==> config.mk <==
export PLATFORM = sky130hd
export DESIGN_NAME = ascii_int_reader_flat
export DESIGN_NICKNAME = d
export VERILOG_FILES = /design/src/rtl/ascii_int_reader_if.sv /design/src/rtl/ascii_int_reader.sv /design/src/flat_wrapper.sv
export SDC_FILE = /design/constraint.sdc
export NUM_CORES = 1
export LEC_CHECK = 0
export CAP_MARGIN = 20
export CORE_MARGIN = 5
export CORE_UTILIZATION = 45
export DETAILED_ROUTE_END_ITERATION = 8
export HOLD_SLACK_MARGIN = 0.06
export PLACE_DENSITY = 0.71
export SYNTH_ARGS = -nofsm -noshare
export SYNTH_HDL_FRONTEND = slang
export SYNTH_SLANG_ARGS = --single-unit
export TNS_END_PERCENT = 1
==> constraint.sdc <==
create_clock -name clk -period 6.4 [get_ports clk]
set_clock_uncertainty 0.05 [all_clocks]
set_input_delay 1.28 -clock clk [delete_from_list [all_inputs] [get_ports clk]]
set_output_delay 1.28 -clock clk [all_outputs]
set_load 0.005 [all_outputs]
==> src/rtl/ascii_int_reader_if.sv <==
// ascii_int_reader_if
//   Bundles the byte-stream, result and echo signals of ascii_int_reader.
//   The parser itself connects through the slave modport; whatever feeds it
//   (UART receiver/transmitter glue, or a bench) uses the master modport.
//
//   Signals:
//     rx_data      [7:0]       received byte, valid when new_rx_data=1
//     new_rx_data              one-cycle receive strobe
//     value        [WIDTH-1:0] last successfully parsed integer
//     new_value                one-cycle strobe, value updated same cycle
//     err                      one-cycle strobe for a rejected token
//     tx_data      [7:0]       echo byte (the buffered byte)
//     new_tx_data              echo request to the transmitter
//     tx_busy                  transmitter busy
//     echo_drop                one-cycle strobe, a byte was not echoed
interface ascii_int_reader_if #(
    parameter int WIDTH = 32
);
    logic [7:0]       rx_data;
    logic             new_rx_data;
    logic [WIDTH-1:0] value;
    logic             new_value;
    logic             err;
    logic [7:0]       tx_data;
    logic             new_tx_data;
    logic             tx_busy;
    logic             echo_drop;

    // Environment side: drives the receive stream and transmitter status.
    modport master (
        output rx_data,
        output new_rx_data,
        output tx_busy,
        input  value,
        input  new_value,
        input  err,
        input  tx_data,
        input  new_tx_data,
        input  echo_drop
    );

    // Parser side.
    modport slave (
        input  rx_data,
        input  new_rx_data,
        input  tx_busy,
        output value,
        output new_value,
        output err,
        output tx_data,
        output new_tx_data,
        output echo_drop
    );
endinterface

==> src/rtl/ascii_int_reader.sv <==
// ascii_int_reader
//   Receive-side decimal parser for the UART command path. Converts ASCII
//   decimal tokens (optional leading '-') into WIDTH-bit two's complement
//   integers, strobes each result, flags malformed or out-of-range tokens,
//   and echoes every received byte through a one-entry buffer.
//
//   Ports:
//     clk   system clock, rising edge
//     rst   synchronous active-high reset
//     bus   ascii_int_reader_if.slave: rx_data/new_rx_data in,
//           value/new_value/err out, tx_data/new_tx_data/echo_drop out,
//           tx_busy in
//
//   Parameters:
//     WIDTH       result width in bits (must match the interface WIDTH)
//     MAX_DIGITS  maximum digit characters per token, leading zeros included
module ascii_int_reader #(
    parameter int WIDTH      = 32,
    parameter int MAX_DIGITS = 10
) (
    input  logic                clk,
    input  logic                rst,
    ascii_int_reader_if.slave   bus
);

    localparam int CNT_W = $clog2(MAX_DIGITS + 1);
    localparam int EXT_W = WIDTH + 4;

    localparam logic [1:0] ST_IDLE   = 2'd0;
    localparam logic [1:0] ST_SIGN   = 2'd1;
    localparam logic [1:0] ST_DIGITS = 2'd2;
    localparam logic [1:0] ST_ERROR  = 2'd3;

    // ------------------------------------------------------------------
    // Parser state
    // ------------------------------------------------------------------
    logic [1:0]       state;
    logic             neg;
    logic [WIDTH-1:0] acc;
    logic [CNT_W-1:0] cnt;

    logic [WIDTH-1:0] value_q;
    logic             new_value_q;
    logic             err_q;

    // ------------------------------------------------------------------
    // Echo buffer state
    // ------------------------------------------------------------------
    logic [7:0]       echo_byte;
    logic             echo_full;
    logic             echo_drop_q;
    logic             echo_drain;

    // ------------------------------------------------------------------
    // Character classification
    // ------------------------------------------------------------------
    logic       is_digit;
    logic       is_minus;
    logic       is_term;
    logic [3:0] digit;

    assign is_digit = (bus.rx_data >= 8'h30) && (bus.rx_data <= 8'h39);
    assign is_minus = (bus.rx_data == 8'h2D);
    assign is_term  = (bus.rx_data == 8'h0D) || (bus.rx_data == 8'h0A) ||
                      (bus.rx_data == 8'h20);
    assign digit    = bus.rx_data[3:0];

    // ------------------------------------------------------------------
    // Accumulator arithmetic
    // acc*10 + digit is formed 4 bits wider than the result so that the
    // overflow comparison against the signed limit is exact: acc itself
    // never exceeds 2^(WIDTH-1), so acc*10+9 always fits in WIDTH+4 bits.
    // ------------------------------------------------------------------
    logic [EXT_W-1:0] acc_ext;
    logic [EXT_W-1:0] acc_x10;
    logic [EXT_W-1:0] acc_next;
    logic [EXT_W-1:0] limit;
    logic             overflow;
    logic             cnt_full;
    logic [WIDTH-1:0] digit_w;
    logic [WIDTH-1:0] result;

    assign acc_ext  = {4'b0000, acc};
    assign acc_x10  = (acc_ext << 3) + (acc_ext << 1);
    assign acc_next = acc_x10 + {{(EXT_W-4){1'b0}}, digit};

    // Negative tokens may reach one further: 2^(WIDTH-1) negates to the
    // most negative representable value.
    assign limit    = neg ? (EXT_W'(1) << (WIDTH - 1))
                          : (EXT_W'(1) << (WIDTH - 1)) - EXT_W'(1);
    assign overflow = (acc_next > limit);
    assign cnt_full = (cnt == CNT_W'(MAX_DIGITS));

    assign digit_w  = {{(WIDTH-4){1'b0}}, digit};
    assign result   = neg ? (~acc + {{(WIDTH-1){1'b0}}, 1'b1}) : acc;

    // ------------------------------------------------------------------
    // Parser FSM: advances only on received bytes
    // ------------------------------------------------------------------
    always_ff @(posedge clk) begin
        if (rst) begin
            state       <= ST_IDLE;
            neg         <= 1'b0;
            acc         <= '0;
            cnt         <= '0;
            value_q     <= '0;
            new_value_q <= 1'b0;
            err_q       <= 1'b0;
        end else begin
            new_value_q <= 1'b0;
            err_q       <= 1'b0;

            if (bus.new_rx_data) begin
                case (state)
                    ST_IDLE: begin
                        // Leading terminators are skipped silently.
                        if (is_minus) begin
                            neg   <= 1'b1;
                            state <= ST_SIGN;
                        end else if (is_digit) begin
                            acc   <= digit_w;
                            cnt   <= CNT_W'(1);
                            state <= ST_DIGITS;
                        end else if (!is_term) begin
                            state <= ST_ERROR;
                        end
                    end

                    ST_SIGN: begin
                        if (is_digit) begin
                            acc   <= digit_w;
                            cnt   <= CNT_W'(1);
                            state <= ST_DIGITS;
                        end else if (is_term) begin
                            // A lone '-' is a rejected token.
                            err_q <= 1'b1;
                            neg   <= 1'b0;
                            acc   <= '0;
                            cnt   <= '0;
                            state <= ST_IDLE;
                        end else begin
                            state <= ST_ERROR;
                        end
                    end

                    ST_DIGITS: begin
                        if (is_digit) begin
                            if (cnt_full || overflow) begin
                                state <= ST_ERROR;
                            end else begin
                                acc <= acc_next[WIDTH-1:0];
                                cnt <= cnt + 1'b1;
                            end
                        end else if (is_term) begin
                            value_q     <= result;
                            new_value_q <= 1'b1;
                            neg         <= 1'b0;
                            acc         <= '0;
                            cnt         <= '0;
                            state       <= ST_IDLE;
                        end else begin
                            state <= ST_ERROR;
                        end
                    end

                    ST_ERROR: begin
                        // Discard everything up to the next terminator.
                        if (is_term) begin
                            err_q <= 1'b1;
                            neg   <= 1'b0;
                            acc   <= '0;
                            cnt   <= '0;
                            state <= ST_IDLE;
                        end
                    end

                    default: begin
                        neg   <= 1'b0;
                        acc   <= '0;
                        cnt   <= '0;
                        state <= ST_IDLE;
                    end
                endcase
            end
        end
    end

    // ------------------------------------------------------------------
    // Echo buffer
    // A byte arriving while the buffer drains replaces it and keeps the
    // buffer full; the transmitter is expected to raise tx_busy next cycle,
    // which holds off the request for the newly loaded byte.
    // ------------------------------------------------------------------
    assign echo_drain = echo_full && !bus.tx_busy;

    always_ff @(posedge clk) begin
        if (rst) begin
            echo_byte   <= '0;
            echo_full   <= 1'b0;
            echo_drop_q <= 1'b0;
        end else begin
            echo_drop_q <= 1'b0;
            if (bus.new_rx_data) begin
                if (!echo_full || echo_drain) begin
                    echo_byte <= bus.rx_data;
                    echo_full <= 1'b1;
                end else begin
                    echo_drop_q <= 1'b1;
                end
            end else if (echo_drain) begin
                echo_full <= 1'b0;
            end
        end
    end

    // ------------------------------------------------------------------
    // Outputs
    // ------------------------------------------------------------------
    assign bus.value       = value_q;
    assign bus.new_value   = new_value_q;
    assign bus.err         = err_q;
    assign bus.tx_data     = echo_byte;
    assign bus.new_tx_data = echo_drain;
    assign bus.echo_drop   = echo_drop_q;

endmodule

==> src/flat_wrapper.sv <==
// flat-port wrapper written by rule: the top's interface ports become plain ports
module ascii_int_reader_flat 
#(
    parameter int WIDTH      = 32,
    parameter int MAX_DIGITS = 10
)
  (clk, rst, bus_rx_data, bus_new_rx_data, bus_tx_busy, bus_value, bus_new_value, bus_err, bus_tx_data, bus_new_tx_data, bus_echo_drop);
  ascii_int_reader_if #(.WIDTH(WIDTH)) bus_i ();
  input  logic clk;
  input  logic rst;
  input wire logic [$bits(bus_i.rx_data)-1:0] bus_rx_data;
  input wire logic [$bits(bus_i.new_rx_data)-1:0] bus_new_rx_data;
  input wire logic [$bits(bus_i.tx_busy)-1:0] bus_tx_busy;
  output wire logic [$bits(bus_i.value)-1:0] bus_value;
  output wire logic [$bits(bus_i.new_value)-1:0] bus_new_value;
  output wire logic [$bits(bus_i.err)-1:0] bus_err;
  output wire logic [$bits(bus_i.tx_data)-1:0] bus_tx_data;
  output wire logic [$bits(bus_i.new_tx_data)-1:0] bus_new_tx_data;
  output wire logic [$bits(bus_i.echo_drop)-1:0] bus_echo_drop;
  assign bus_i.rx_data = bus_rx_data;
  assign bus_i.new_rx_data = bus_new_rx_data;
  assign bus_i.tx_busy = bus_tx_busy;
  assign bus_value = bus_i.value;
  assign bus_new_value = bus_i.new_value;
  assign bus_err = bus_i.err;
  assign bus_tx_data = bus_i.tx_data;
  assign bus_new_tx_data = bus_i.new_tx_data;
  assign bus_echo_drop = bus_i.echo_drop;
  ascii_int_reader #(.WIDTH(WIDTH), .MAX_DIGITS(MAX_DIGITS)) u_core (.clk(clk), .rst(rst), .bus(bus_i));
endmodule
==> metrics.yaml <==
end_kind: "flop"
dieArea_um2: 19400
worst_slack_ns: 0.250
cp.arrival_ns: 6.33
worstSkewPairLatency_ns: 0.34
final_antenna_net_count: 0
async_flop_share: 0
holdPathStages: 2
clockRootBuffer: "clkbuf_16"
dpl_worst_slack_ns: -0.520
cap_violations: 0
drc: 0
synth_top_area_cell: "dfxtp_1"
slew_headroom: 0.367
yosys_warnings: 0
p_per_area_nw_per_um2: 159
cp_max_fo: 12
nets: 1145
cts_tree: "built"
syn_area_um2: 7540
tightest_slew_ns: 0.949
sw_frac_of_total: 0.300
fmax_mhz: 163
yosysSeqAreaShare: 0.220
fp-row-count: 47
p_switching_mw: 0.440
wl_per_cell_um: 16.9
grt_pass1_vias: 6957
ir_worst_vdd_mv: 0.145
yosysUniqueCellTypes: 65
drive_gt1_frac: 0.132
power_frac_comb: 0.243
clk_path_buf_depth: 2
cts_sinks: 83
met2_usage: 0.345
r2r_cells: 19
period_share: 0.961
place_hpwl_mm: 16.1
synth_common_cells: "ha_1 (103), nand2_1 (86), dfxtp_1 (83), nor2_1 (70), a21oi_1 (64)"
grt-ovfl-total: 0
finalCriticalPeriod_ns: 6.15
synth-edff-count: 0
cts_buffers: 9
grt_usage: 0.212
finalHoldViolations: 0
die_h_um: 139
rsz0062_at_grt: "false"
hold_buffers: 0
routed_via_density: 5.88
cp.required_ns: 6.58
drv_slew: 0
syn_inst: 940
clkSlewWorstSetupHoldPaths_ns: 0.06
seqPwrFrac: 0.377
start_kind: "input pin"
grtUsageMet3: 0.0298
dr.first_iter.drc_count: 472
synth_seq_cells: 83
die_x_um: 139
io_pins: 56
critical_path_class: "in2reg"
portBuffers: 55
grt_max_degree: 92
use_met1: 0.295
outcome: "complete, no violations"
synth.area.top_cells: "dfxtp_1 (22%), ha_1 (17%), xor2_1 (4.4%)"
p_int_mw: 1.03
synthFlopType: "dfxtp_1"
synth_area_per_cell_um2: 8.02
hp-class: "reg2reg"
synth_top_area_frac: 0.220
start_util: 0.456
antenna_found_initial: 0
synth_nets: 1057
grt_pass1_wl_mm: 34.7
grt.busiest_layer: "met2"
yosysMostFrequentCell: "ha_1"
p_clk_frac: 0.380
detail_route.wirelength_mm: 21.2
gp_congestion: 0.916
p_leak_nw: 4.26
power.total_mw: 1.47
finalSetupViolations: 0
design.core.area_um2: 16500
cts.htree.levels: 3
drtPass1Iterations: 5
vias: 7365
area_growth_pct: 22.2
diodes: 0
-- worst paths after layout --
path	from	end	slack, ns
hold / removal	u_core.bus.tx_data[6]	u_core.bus.tx_data[6]	0.40
setup reg to reg	u_core.acc[17]	u_core.acc[13]	0.85
hold reg to reg	u_core.bus.tx_data[6]	u_core.bus.tx_data[6]	0.40
setup / recovery	bus_rx_data[3]	u_core.acc[13]	0.25
-- layout by cell type, fill, tap and decap left out, types with 11 or more instances in the layout --
master             n
a211oi_1          39
a21bo_2           13
a21o_1            23
a21oi_1           62
a41o_1            11
a41oi_1           13
and2_1            25
buf_4             71
clkdlybuf4s50_1   51
dfxtp_1           82
ha_1             102
inv_1             26
nand2_1           86
nand2b_1          15
nand3_1           21
nand4_1           17
nor2_1            69
nor2b_1           35
nor3_1            15
o211ai_1          16
o21ai_0           41
o31ai_1           11
xnor2_1           13
xor2_1            37
-- kinds of logic (layout without fill, tap and decap cells) --
| logic type | count (synthesis) | count (layout) | share of synthesized area |
|---|---|---|---|
| simple gates | 315 | 315 | 0.208 |
| mux | 12 | 12 | 0.0176 |
| buf+inv | 78 | 171 | 0.0413 |
| flops | 83 | 83 | 0.220 |
| fa+ha+maj | 105 | 105 | 0.176 |
| compound gates | 292 | 292 | 0.272 |
| xor+xnor | 55 | 55 | 0.0639 |
-- worst max-delay path: stages --
cell and delay [ns]:
dlymetal6s2s_1 0.17, fa_1 0.53, ha_1 0.35, a211oi_2 0.30
o211ai_1 0.13, buf_4 0.16, a41oi_2 0.22, buf_4 0.15
o21ba_2 0.15, o21ai_0 0.11, xor2_1 0.23, ha_1 0.29
nand4_1 0.17, buf_4 0.15, nor3_1 0.05, a221oi_1 0.39
a211oi_2 0.14, or4_4 0.56, o31a_4 0.43, buf_12 0.17
a21bo_2 0.19
-- per-stage QoR --
stage | utilization | cells | hold WS [ns] | TNS [ns] | area (um2)
finish | 0.558 | 1253 | 0.404 | 0 | 9220
global route | 0.558 | 1253 | 0.438 | 0 | 9220
CTS | 0.551 | 1250 | 0.406 | 0 | 9100
detailed placement | 0.528 | 1233 | 0.398 | -16.77 | 8720
global placement | 0.528 | 1233 | 0.393 | -15.16 | 8720
floorplan | - | 940 | 0.403 | 0 | 7540
-- area by class of cell --
cell class	count	area, um2
repair buffers	129	1150
inverters	26	97.6
flip-flops and latches	83	1660
clock buffers	12	246
well taps	220	275
clock inverters	4	73.8
multi-input cells	779	5710
fillers	1504	7310
-- what timing repair did --
action,4_1_cts,5_1_grt
pin swaps,7,10
buffers inserted,1,2
gates resized for setup,7,17
cloned,0,1
setup endpoints to repair,35,38
-- power groups by stage --
stage | combinational [mW] | clock [mW] | sequential [mW]
final | 0.356 | 0.557 | 0.553
after global routing | 0.395 | 0.586 | 0.555
after CTS | 0.341 | 0.565 | 0.553
after detailed placement | 0.336 | 0 | 0.564
after global placement | 0.330 | 0 | 0.563
after floorplan | 0.235 | 0 | 0.559
-- state kept, by name, summed over array words and instances (netlist names) --
signal,count
u_core.acc,32
u_core.bus.value,32
u_core.bus.tx_data,8
u_core.cnt,4
u_core.state,2
u_core.bus.echo_drop,1
u_core.bus.err,1
u_core.bus.new_value,1
u_core.echo_full,1
u_core.neg,1
-- metal layers --
metal / vias up / wire (um)
li1: 3679 / -
met1: 3472 / 10100
met2: 182 / 9620
met3: 32 / 1050
met4: 0 / 375
met5: - / 0
Note: power is estimated with default switching activity, not from simulation.
